$ cat config.mk
export PLATFORM = sky130hd
export DESIGN_NAME = nbit_serial_logic
export DESIGN_NICKNAME = d
export VERILOG_FILES = /design/src/rtl/nbit_serial_logic.sv
export SDC_FILE = /design/constraint.sdc
export NUM_CORES = 1
export LEC_CHECK = 0
export BUFFER_PORTS_ARGS = -buffer_cell sky130_fd_sc_hd__buf_2
export CAP_MARGIN = 15
export CORE_MARGIN = 4
export CORE_UTILIZATION = 37
export CTS_BUF_LIST = sky130_fd_sc_hd__clkbuf_2
export DETAILED_ROUTE_END_ITERATION = 16
export PLACE_DENSITY = 0.63
export SLEW_MARGIN = 25
export SYNTH_ARGS = -nofsm -noshare
export SYNTH_HDL_FRONTEND = slang
export SYNTH_SLANG_ARGS = --single-unit
export TNS_END_PERCENT = 10
$ cat constraint.sdc
create_clock -name clk -period 4.4 [get_ports clk]
set_input_delay 0.44 -clock clk [delete_from_list [all_inputs] [get_ports clk]]
set_output_delay 0.44 -clock clk [all_outputs]
set_load 0.1 [all_outputs]
$ cat src/rtl/nbit_serial_logic.sv
// nbit_serial_logic: handshaked bitwise AND/OR/XOR/NOR evaluated W bits per cycle, LSB chunk first.
// Optional parity output enabled by defining SERIAL_LOGIC_PARITY_EN.
module nbit_serial_logic #(
    parameter int N = 32,
    parameter int W = 4
) (
    input  logic         clk,
    input  logic         rst_n,
    input  logic         in_valid,
    output logic         in_ready,
    input  logic [1:0]   op,
    input  logic [N-1:0] a,
    input  logic [N-1:0] b,
    output logic         out_valid,
    input  logic         out_ready,
    output logic [N-1:0] result,
`ifdef SERIAL_LOGIC_PARITY_EN
    output logic         parity,
`endif
    output logic         zero
);
    localparam int K = N / W;
    localparam int CW = (K > 1) ? $clog2(K) : 1;
    localparam logic [CW-1:0] LAST = CW'(K - 1);
    typedef enum logic [1:0] {IDLE, RUN, DONE} state_t;
    state_t        state_q;
    logic [CW-1:0] cnt_q;
    logic [N-1:0]  a_q, b_q, result_q, result_d;
    logic [1:0]    op_q;
    logic          zero_q;
    logic [W-1:0]  ca, cb, chunk;
    int            idx;
    always_comb begin
        idx = int'(cnt_q) * W;
        ca = a_q[idx +: W];
        cb = b_q[idx +: W];
        chunk = (op_q == 2'b00) ? (ca & cb) :
                (op_q == 2'b01) ? (ca | cb) :
                (op_q == 2'b10) ? (ca ^ cb) : ~(ca | cb);
        result_d = result_q;
        result_d[idx +: W] = chunk;
    end
`ifdef SERIAL_LOGIC_PARITY_EN
    logic parity_q;
    always_ff @(posedge clk or negedge rst_n) begin
        if (!rst_n)
            parity_q <= 1'b0;
        else if (state_q == IDLE && in_valid)
            parity_q <= 1'b0;
        else if (state_q == RUN)
            parity_q <= parity_q ^ (^chunk);
    end
    assign parity = parity_q;
`endif
    always_ff @(posedge clk or negedge rst_n) begin
        if (!rst_n) begin
            state_q  <= IDLE;
            cnt_q    <= '0;
            a_q      <= '0;
            b_q      <= '0;
            op_q     <= '0;
            result_q <= '0;
            zero_q   <= 1'b0;
        end else begin
            case (state_q)
                IDLE: if (in_valid) begin
                    a_q     <= a;
                    b_q     <= b;
                    op_q    <= op;
                    cnt_q   <= '0;
                    state_q <= RUN;
                end
                RUN: begin
                    result_q <= result_d;
                    cnt_q    <= (cnt_q == LAST) ? '0 : cnt_q + 1'b1;
                    if (cnt_q == LAST) begin
                        state_q <= DONE;
                        zero_q  <= (result_d == '0);
                    end
                end
                DONE: if (out_ready) begin
                    state_q <= IDLE;
                    zero_q  <= 1'b0;
                end
                default: state_q <= IDLE;
            endcase
        end
    end
    assign in_ready  = (state_q == IDLE);
    assign out_valid = (state_q == DONE);
    assign result    = result_q;
    assign zero      = zero_q;
endmodule

==> out/metrics.cfg <==
[timing]
setup_viol = 0
period_needed_ps = 3377
clock_skew_ps = 52.30
slew_headroom_pct = 34.39
fmax_ghz = 0.2962
finalCritPeriodShare_pct = 76.74
rsz0062_at_grt = no
worst_slew_pin_slew_ps = 984.1
hold_violations = 0
slew_viol_final = 0
fin_setup_tns_ps = 0

[synthesis]
synthXorXnorAreaFrac_pct = 0
synthesis.nets = 632
syn_avg_cell_area_um2 = 9.641
synth_edf_count = 0
synth_compound_area_share_pct = 3.681
synth.distinct_cells = 38
synthFlopType = dfrtp_1
synthSimpleGateAreaFrac_pct = 23.49
synth_top_area_share_pct = 49.71
ys_ff_latch = 104
synth_fa_ha_area_share_pct = 4.541
yosysWarnings = 0
synth_mux_area_share_pct = 14.84
synth_top_family_by_area = simple AND/OR/NAND/NOR gates
netlist_area_um2 = 5235
ys_seq_area_share_pct = 49.71
async_flop_share_pct = 100.0
synth.area.top_cells = dfrtp_1, nand2_1, mux4_2
yosys.area.top_type = dfrtp_1
synthCells = 543

[global_routing]
grt_max_degree = 69
grt_pass1_vias = 4536
grt.overflow.total = 0
grt.total_usage_pct = 16.96
antenna_found_initial = 0
grt_pass1_wl_um = 21990

[cells_and_area]
drive_above_1_share_pct = 25.07
nets = 786
final_cell_mix = nand2_1, dfrtp_1, buf_2, dlygate4sd3_1, mux2_2
syn2layout_area_growth_pct = 26.89
fin_cells = 882
utilization_pct = 47.85
n_antenna_cell = 0
mostFrequentLayoutCell = nand2_1

[drt]
ant_nets = 0
drt_iter0_markers = 232
routedWlPerCell_um = 14.96
wl_um = 13200
remaining_drc_errors = 0
dr.pass1.iters = 4
vias = 4274
vias_per_cell = 4.846

[worst_setup_path]
endpoint = zero
critPathLaunch = cnt_q[0]
rr_startpoint = cnt_q[0]
start_kind = flop
cp.required_ps = 4940
crit_type = flop to flop
timing.rr.end = zero
reg2reg_depth = 10
path_max_fanout = 17
cp-end-kind = flop
rrSetupSlack_ps = 1020
arrival_ps = 3920

[min_path]
hold_class = input port to flop

[clock_tree]
clock_latency_ps = 600
htree_levels = 3
cts_buffers = 9
cts_tree = built
path_clk_slew_ps = 280
clock_path_buffers = 2
cts_root_buf = clkbuf_2
postCtsSetupBuffers = 0
cts_sinks = 104

[power]
p_per_area_nw_per_um2 = 779.8
vdd_ir_drop_max_mv = 0.4649
p_leak_nw = 3.461

[placement]
place_hpwl_um = 9437
gp_congestion = 0.8897
portBuffers = 104
placed_cells = 802

[flow_run]
drv_cap = 0

[floorplan]
ioPinCount = 105
die_h_um = 127.0
fp.dieW_um = 127.0
coreArea_um2 = 13880
rows = 43
die_area_um2 = 16120
start_util_pct = 37.71

[run_status]
outcome = complete, no violations

Yosys cell counts, types with 3 or more instances:
cell type	number
nor2b_1	5
ha_1	19
dfrtp_1	104
or3_1	3
nand3b_1	4
clkbuf_1	20
nand2_1	229
o31ai_1	3
o41ai_1	3
mux2_2	27
and2_1	11
o21ai_0	13
nand3_1	5
buf_2	3
nor2_1	20
mux4_2	21
buf_1	4
inv_1	23
nor4_1	3
metal layers:
metal | part of all wire [%] | up-vias | GRT usage, %
met2 | 50 | 99 | 29.30
li1 | - | 2088 | -
met5 | 0 | - | 0
met4 | 0.64 | 0 | 3.091
met1 | 44 | 2079 | 21.97
met3 | 4.7 | 8 | 4.084
critical path, cell delays in order, from the launching register on:
cell,delay [ps]
dfrtp_1,740
buf_4,370
mux4_2,550
nand2_1,80
and2_1,180
ha_1,260
mux4_2,520
nor2_1,150
a21oi_1,90
nor4_1,230
a32o_1,160
cells by family (layout without fill, tap and decap cells):
| logic type | Yosys count | count (layout) |
|---|---|---|
| AO/OA/AOI/OAI | 29 | 29 |
| adder cells (fa/ha/maj) | 19 | 19 |
| buffers and inverters | 51 | 210 |
| flip-flops | 104 | 104 |
| multiplexers | 48 | 48 |
| AND/OR/NAND/NOR | 292 | 292 |
flip-flops by register name, indices dropped and copies added, names as in the netlist:
register and cells:
op_q 2, state_q 2, result 32, a_q 32, zero 1, cnt_q 3, b_q 32
power by group:
| group | switching (mW) | internal (mW) | leakage, nW |
|---|---|---|---|
| combinational | 2.00 | 1.07 | 2.07 |
| sequential | 0.346 | 1.36 | 1.33 |
| clock | 0.328 | 0.0795 | 0.0602 |
what timing repair did:
item                       4_1_cts  5_1_grt
hold endpoints to repair       115        6
resized for setup                0        0
setup endpoints to repair        0        0
hold buffers                    58        6
through the flow:
step	cell area (um2)	setup slack [ps]	power (mW)	hold WS, ps
detailed placement	5903	1019	4.773	461.1
global placement	5897	1131	4.672	456.2
finish	6643	1023	5.180	71.75
floorplan	5235	1279	4.066	144.4
global route	6643	749.3	5.588	3.898
CTS	6583	971.0	5.219	3.354
layout make-up:
cell class / instances / area (um2)
well taps: 180 / 225.2
fillers: 1343 / 7238
flip-flops and latches: 104 / 2603
clock inverters: 7 / 53.80
multi-input cells: 388 / 2447
inverters: 24 / 90.09
clock buffers: 9 / 45.04
repair buffers: 170 / 1179
worst min path at each step:
stage | from | end | slack, ps | depth (start not counted)
after floorplan | rst_n | a_q[0] | 140 | 0
after global placement | a_q[31] | a_q[31] | 460 | 2
after detailed placement | b_q[24] | b_q[24] | 460 | 2
after CTS | b[19] | b_q[19] | 3 | 3
after global routing | op[0] | op_q[0] | 4 | 3
final | out_ready | state_q[1] | 70 | 2
(Power assumes the default switching activity.)
